<file path="src/rtl/fifo_rd_stream.sv">
// Read-side controller of the dual-clock FIFO: owns the binary/Gray read pointers and the
// registered empty flag, and turns memory reads into a valid/ready stream through a 2-entry buffer.
module fifo_rd_stream #(
    parameter int DSIZE = 8,
    parameter int ASIZE = 4
) (
    input  logic             rclk,
    input  logic             rrst,
    input  logic [ASIZE:0]   rq2_wptr,
    output logic [ASIZE-1:0] raddr,
    input  logic [DSIZE-1:0] mem_rdata,
    output logic [ASIZE:0]   rptr,
    output logic             rempty,
    output logic [DSIZE-1:0] m_data,
    output logic             m_valid,
    input  logic             m_ready
);

    logic [ASIZE:0]   r_bin;
    logic [ASIZE:0]   r_ptr;
    logic             r_empty;
    logic [DSIZE-1:0] r_head;
    logic [DSIZE-1:0] r_tail;
    logic [1:0]       r_cnt;

    logic             w_pop;
    logic             w_consume;
    logic [ASIZE:0]   w_bin_next;
    logic [ASIZE:0]   w_gray_next;

    // Stream handshake: a word transfers on any rclk edge where m_valid and m_ready are both
    // high; m_data/m_valid stay stable while m_valid=1 and m_ready=0.
    assign w_pop       = !r_empty && (r_cnt < 2'd2);
    assign w_consume   = (r_cnt != 2'd0) && m_ready;
    assign w_bin_next  = r_bin + (ASIZE+1)'(w_pop);
    assign w_gray_next = (w_bin_next >> 1) ^ w_bin_next;

    always_ff @(posedge rclk) begin
        if (rrst) begin
            r_bin   <= '0;
            r_ptr   <= '0;
            r_empty <= 1'b1;
        end else begin
            r_bin   <= w_bin_next;
            r_ptr   <= w_gray_next;
            // Compared against the next pointer so the flag is registered yet never late.
            r_empty <= (w_gray_next == rq2_wptr);
        end
    end

    always_ff @(posedge rclk) begin
        if (rrst) begin
            r_head <= '0;
            r_tail <= '0;
            r_cnt  <= 2'd0;
        end else begin
            case (r_cnt)
                2'd0: begin
                    if (w_pop) begin
                        r_head <= mem_rdata;
                        r_cnt  <= 2'd1;
                    end
                end
                2'd1: begin
                    if (w_pop && !w_consume) begin
                        r_tail <= mem_rdata;
                        r_cnt  <= 2'd2;
                    end else if (w_pop && w_consume) begin
                        r_head <= mem_rdata;
                    end else if (w_consume) begin
                        r_cnt  <= 2'd0;
                    end
                end
                2'd2: begin
                    if (w_consume) begin
                        r_head <= r_tail;
                        r_cnt  <= 2'd1;
                    end
                end
                default: begin
                end
            endcase
        end
    end

    assign raddr   = r_bin[ASIZE-1:0];
    assign rptr    = r_ptr;
    assign rempty  = r_empty;
    assign m_data  = r_head;
    assign m_valid = (r_cnt != 2'd0);

endmodule

</file>
<file path="config.mk">
export PLATFORM = sky130hd
export DESIGN_NAME = fifo_rd_stream
export DESIGN_NICKNAME = d
export VERILOG_FILES = /design/src/rtl/fifo_rd_stream.sv
export SDC_FILE = /design/constraint.sdc
export NUM_CORES = 1
export LEC_CHECK = 0
export ABC_CLOCK_PERIOD_IN_PS = 3800
export CAP_MARGIN = 10
export CORE_MARGIN = 3
export CORE_UTILIZATION = 40
export DETAILED_ROUTE_END_ITERATION = 7
export GPL_TIMING_DRIVEN = 0
export PLACE_DENSITY = 0.69
export SYNTH_ARGS = -nofsm -noshare
export SYNTH_HDL_FRONTEND = slang
export SYNTH_SLANG_ARGS = --single-unit
</file>
<file path="constraint.sdc">
create_clock -name rclk -period 3.8 [get_ports rclk]
set_input_delay 0.76 -clock rclk [delete_from_list [all_inputs] [get_ports rclk]]
set_output_delay 0.76 -clock rclk [all_outputs]
set_load 0.005 [all_outputs]
</file>
==> summary by stage <==
Detailed routing
The final layout contains routed wiring with a total length of 2.51 mm. After the first detailed-routing iteration, the DRC count stood at 36. Detailed routing inserted a total of 1015 vias.

Using the TritonRoute via totals, the vias-per-cell ratio works out to 4.98. The DRC violation count after routing is 0. The average wire per standard cell is 12.3 um. The first detailed-routing pass took 4 iterations. Once detail routing completed, the nets flagged for antenna violations numbered 0.

Final layout
The area growth from synthesis to layout is 34.5%. The final standard cell utilization of the core is 58.2%. The finished cells cover 1650 um2. The non-filler instance count after layout is 204. Cells with a size suffix above 1 make up approximately 8.1% of the layout.

The number of nets in the layout is 192. The count of antenna diodes in the layout is 0.

Logic synthesis
The post-synth net total is ~150. Yosys attributes the largest share of cell area to sky130_fd_sc_hd__dfxtp_1, sky130_fd_sc_hd__mux2i_1, sky130_fd_sc_hd__nand2_1. In the synthesized netlist, the cells that appear most often are sky130_fd_sc_hd__dfxtp_1, sky130_fd_sc_hd__nand2_1, sky130_fd_sc_hd__nor2_1. The count of different cell masters after synthesis is 27. After synthesis the netlist holds a flip-flop and latch count of 28.

The synthesized design contains 0 enable-type register cells. The number of instances in the synthesized netlist is 136. A synthesized cell averages about 9.0 um2. sky130_fd_sc_hd__dfxtp_1 takes more of the synthesized area than any other cell. The number of warning messages in the yosys log is 0. In the post-synthesis netlist, the cell with the most instances is sky130_fd_sc_hd__dfxtp_1. The area share of the largest cell type after synthesis is 45.8%. Sequential elements use 45.8% of the synthesized area. Of all flip-flops after synthesis, the portion carrying an async set or reset was 0%. Among all flip-flop cells after synthesis, the most frequent one is sky130_fd_sc_hd__dfxtp_1. The cell area that synthesis handed to floorplanning was 1220 um2.

Status
The run finished with clean final reports.

Hold path
The startpoint identified for the worst hold timing path is r_tail[1]. The number of cells on the worst hold path is 2. The terminating pin of the worst hold path is r_tail[1]. The path class of the tightest hold or removal check is flop to flop.

STA
The final number of max-transition violations is 0. The number of endpoints with negative hold slack in the final report is 0. The maximum clock frequency is 434 MHz. The part of the cycle the worst path needs is 60.6%.

The post-route minimum period is 2.30 ns. The final setup TNS is 0 ns. The number of endpoints failing setup at the final stage is 0. Setup repair after global routing left no endpoint under its margin. Final hold analysis gives a worst-case slack of 0.464 ns. For the pin with the worst max-slew slack, the measured transition is between 0.5 and 0.6 ns. The clock skew is 0.00481 ns.

The final setup slack of the worst path is 1.50 ns. The worst slew margin relative to its limit is roughly 64%.

Floorplanning
The floorplan step defined a die boundary enclosing between 3000 and 4000 um2. Pin placement for this block handled 35 I/O pins. The chip width is between 60 and 70 um. After floorplanning, the core was sized to cover 2830 um2.

The die boundary height is 61.3 um. The effective utilization at floorplan is 43.3%. The initialized floorplan defines 19 standard-cell rows.

Setup path
The worst reg-to-reg setup slack is 1.68 ns. The critical path data required time is 3.04 ns. The critical path in this run is classified as flop to primary output.

The maximum fanout along the worst path is 9. The number of cell instances on the worst register-to-register path is 9. The arrival time at the worst endpoint is 1.54 ns.

The critical path launch point type is a flop. The worst register-to-register path begins at r_cnt[1]. In this run the critical register-to-register path is captured at rempty. The endpoint kind of the worst setup timing path is a primary output.

Flow run
The number of maximum-capacitance constraint violations is 0.

Placement
At the end of routability-driven placement, the weighted congestion stood at 0.756. Timing analysis after detailed placement gives a worst setup slack of 1.49 ns. In this run the cell area measured after placement is roughly 1600 um2. In this run the tool buffered the top-level ports with 33 buffer cells. The sum of net half-perimeters after detailed placement is 1.97 mm. The instance count after placement with tap cells included is 200.

Pwr
The maximum vdd drop is 0.181 mV. The sum of internal, switching and leakage power is about 0.66 mW. In this run the power density over the cells is 399 nW/um2. The leakage power figure is 0.664 nW.

Global route
In the global route stage, met1 resource usage came out at 17.9%. The global routing stage identified its most utilized layer as met2. The total global routing track utilization is 15.2%. Global routing finished with a remaining overflow of 0. Global routing used 27.2% of the available met2 tracks. The maximum number of pins on one net before global-route repair is 17. The global-route wire length before repair is around 4.3 mm.

The global routing met3 resource utilization is 2.31%. The via count of the first global-routing pass is 1004. The number of antenna violations at the first check in global routing was 0.

CTS
The total setup buffers inserted after CTS is 0. The hold buffer count at CTS is 0. The number of buffers added by the clock tree synthesis step is 3. The post-cts repair resize count is 0. The clock-pin slew on the worst setup and hold paths is around 0.15 ns. The number of sinks driven by the clock tree is 28.

The clock root buffer is sky130_fd_sc_hd__clkbuf_4. The maximum root-to-sink buffer count is 2. The TritonCTS clock tree is yes. The worst-skew pair later-pin latency is around 0.33 ns.

The number of levels the H-tree was split into is 1.
-- logic make-up (layout without fill, tap and decap cells) --
logic type	Yosys count	in the layout	share of synthesized area, %
fa+ha+maj	2	2	2.04
compound gates	24	24	13.7
flops	28	28	45.8
simple gates	52	52	18.5
mux	8	8	6.54
xor+xnor	13	13	9.92
buf+inv	9	46	3.48
-- critical path, stage by stage, from the launching register on --
cell                              delay, ns
sky130_fd_sc_hd__dfxtp_1               0.32
sky130_fd_sc_hd__buf_2                 0.17
sky130_fd_sc_hd__or2_2                 0.28
sky130_fd_sc_hd__clkdlybuf4s50_1       0.44
-- report_power, final --
part | switching [mW] | leakage (nW) | internal [mW]
registers | 0.0116 | 0.229 | 0.314
logic | 0.0584 | 0.407 | 0.0766
clock network | 0.0881 | 0.0279 | 0.107
total | 0.158 | 0.664 | 0.498
-- cells in the final DEF (no fill, tap or decap), drive strengths merged, types with 2 or more instances in the layout --
cell,instances
buf,2
a211oi,9
a21oi,11
dfxtp,28
mux2i,8
clkdlybuf4s50,33
xor2,5
o21ai,2
clkbuf,7
nor2b,3
nand2,22
nor2,20
or2,2
xnor2,8
nand3,2
ha,2
inv,3
-- how the worst max path moves through the flow --
stage | start | to | slack [ns] | depth (start not counted)
after CTS | r_cnt[1] | m_valid | 1.48 | 3
after global routing | r_cnt[1] | m_valid | 1.40 | 3
final | r_cnt[1] | m_valid | 1.50 | 3
after detailed placement | m_ready | r_tail[6] | 1.49 | 7
after global placement | m_ready | r_tail[7] | 1.52 | 7
after floorplan | r_cnt[1] | rempty | 1.92 | 9
-- routing by layer --
| layer | vias to the layer above | wire, um |
|---|---|---|
| met5 | - | 0 |
| met2 | 22 | 1280 |
| met1 | 467 | 1080 |
| li1 | 524 | - |
| met4 | 0 | 20 |
| met3 | 2 | 122 |
-- sequential cells by signal, summed over array words and instances (netlist names) --
signal  count
rptr        4
m_data      8
rempty      1
r_cnt       2
r_bin       5
r_tail      8
-- cell type report --
type,count,area [um2]
buffer,6,31.3
clock buffer,3,22.5
clock inverter,1,30.0
fill,266,1180
inverter,3,11.3
multi-input combinational,99,621
sequential,28,561
tap,31,38.8
timing repair buffer,33,330
Note: power is estimated with default switching activity, not from simulation.
==> patch, RTL diff (same settings) <==
The parameter `DSIZE` goes from 8 to 16.
--- a/src/rtl/fifo_rd_stream.sv
+++ b/src/rtl/fifo_rd_stream.sv
@@ -3,3 +3,3 @@
 module fifo_rd_stream #(
-    parameter int DSIZE = 8,
+    parameter int DSIZE = 16,
     parameter int ASIZE = 4
Ports: changed (resized m_data and mem_rdata); port bits go from 35 to 51. The function was not compared with the original's and may differ.
==> patch against the unedited design <==
  * Sequential cell count increased by 16
  * Sequential share of layout area grew 0.66 points
  * Routed wire length is 65% higher
  * Die area grew 50%
  * Non-clock buffer count is 23 higher
  * First-iteration DRC count up 92%
  * Final area grew 54%
  * Synthesized area increased by 56%
  * Power is 52% higher
  * Worst setup slack gained 0.057 ns
==> patch: results (changes against the unedited design) <==
The total CTS buffers is 5 (+2), and the fraction of met2 tracks used by global routing is 0.253 (-0.0185). The tools report the number of fillers in the final layout as 414 (+56%). The number of distinct library cells after synthesis is 31 (+15%). Later-pin clock latency in the skew report: 0.29 ns (-0.04 ns). The flop-to-flop setup slack came out at 1.77 ns (+0.09 ns). The tools report the final worst setup slack as 1.56 ns (+0.0569 ns). The cell area after placement was 0.00246 mm2 (+54%). The share of cell area taken by muxes after synthesis came out at 0.0842 (+0.0187). The final routed wire length divided by cell count is 13.1 um (+6.7%), and the sequential element share of the synthesized area is 0.463 (+0.00478).

The setup slack after placement was 1.41 ns (-0.0727 ns). The port buffer count is 49 (+48%). The switching part of the total was 0.262 (+0.0212).

The area fraction in compound gates after synthesis is 0.154 (+0.0168). The arithmetic-cell share of the synthesized area counting full adders, half adders and majority gates was 0.0197 (-0.000726). Ranked by instance count, the synthesized netlist is headed by dfxtp_1 (44), nand2_1 (37), nor2_1 (25). The HPWL reported at the end of detailed placement is 2990 um (+52%), and the xor and xnor fraction of the mapped netlist area is 0.0638 (-0.0354). The weighted congestion reported at the end of routability-driven placement is 0.773 (+2.2%). Total global-route track usage: 0.160 (+0.00745). The cell count after synthesis is 207 (+52%). The power per unit of standard cell area was 393 mW/mm2 (-1.5%); the number of violations reported at the end of detailed-routing iteration 0 was 69 (+92%).

The startpoint of the tightest hold check path is r_tail[2]$_SDFFE_PP0P_. Worst clock skew: 0.00399 ns (-0.000827 ns). The leakage dissipation is 1.03 nW (+56%).

The share of final-layout standard cells stronger than drive strength 1 is 0.103 (+0.0217). The final worst hold slack came out at 0.456 ns (-0.00807 ns). The total placed cells including tap cells is 308 (+54%). The tools report the worst voltage drop across the vdd grid as 0.242 mV (+34%). After synthesis, the cell types taking the most area are dfxtp_1 (46%), mux2i_1 (8.4%), nand2_1 (7.3%), nor2_1 (4.9%), a21oi_1 (4.7%).

For the combinational-cell power consumption, the log shows 0.207 mW (+53%). The tools report the detailed-route via count as 1543 (+52%). The run gives 234 (+52%) as the post-synth net total.

The worst hold path terminates at r_tail[2]$_SDFFE_PP0P_. In this run the clock root is driven by a clkbuf_8. The flow ran to the end, and the final reports show no timing, DRC or antenna violations. The run gives 0.211 (+0.0310) as the met1 usage in global routing. The first-pass GRT wire length is 6790 um (+58%), and the clock transition time at the flip-flop clock pins of the worst setup and hold paths is 0.08 ns (-0.07 ns). The H-tree level count was 2 (+1); the worst-margin pin slew was 0.613 ns (+0.0695 ns). The run gives 290 (+51%) as the number of nets at the end of the flow. For the met3 track demand over resource, the log shows 0.0347 (+0.0117).
==> patch: area by class of cell <==
| class | instances | area [um2] | share of cell area |
|---|---|---|---|
| plain buffers | 13 | 76.3 | 0.0301 |
| clock buffers | 6 | 72.6 | 0.0286 |
| clock inverters | 1 | 5.00 | 0.00197 |
| inverters | 2 | 7.51 | 0.00296 |
| multi-input cells | 148 | 938 | 0.370 |
| flip-flops and latches | 44 | 881 | 0.347 |
| well taps | 52 | 65.1 | 0.0257 |
| repair buffers | 49 | 490 | 0.193 |
==> patch: cells by family after synthesis <==
logic type,after synthesis
adders and majority gates,3
buffers and inverters,15
AOI/OAI and AO/OA,40
DFF,44
xor gates and xnor gates,13
and+or+nand+nor,76
muxes,16
==> patch: metal layers <==
| layer | vias to the layer above | share of wire |
|---|---|---|
| li1 | 813 | - |
| met1 | 690 | 0.48 |
| met2 | 38 | 0.46 |
| met3 | 2 | 0.052 |
| met4 | 0 | 0.0070 |
| met5 | - | 0 |
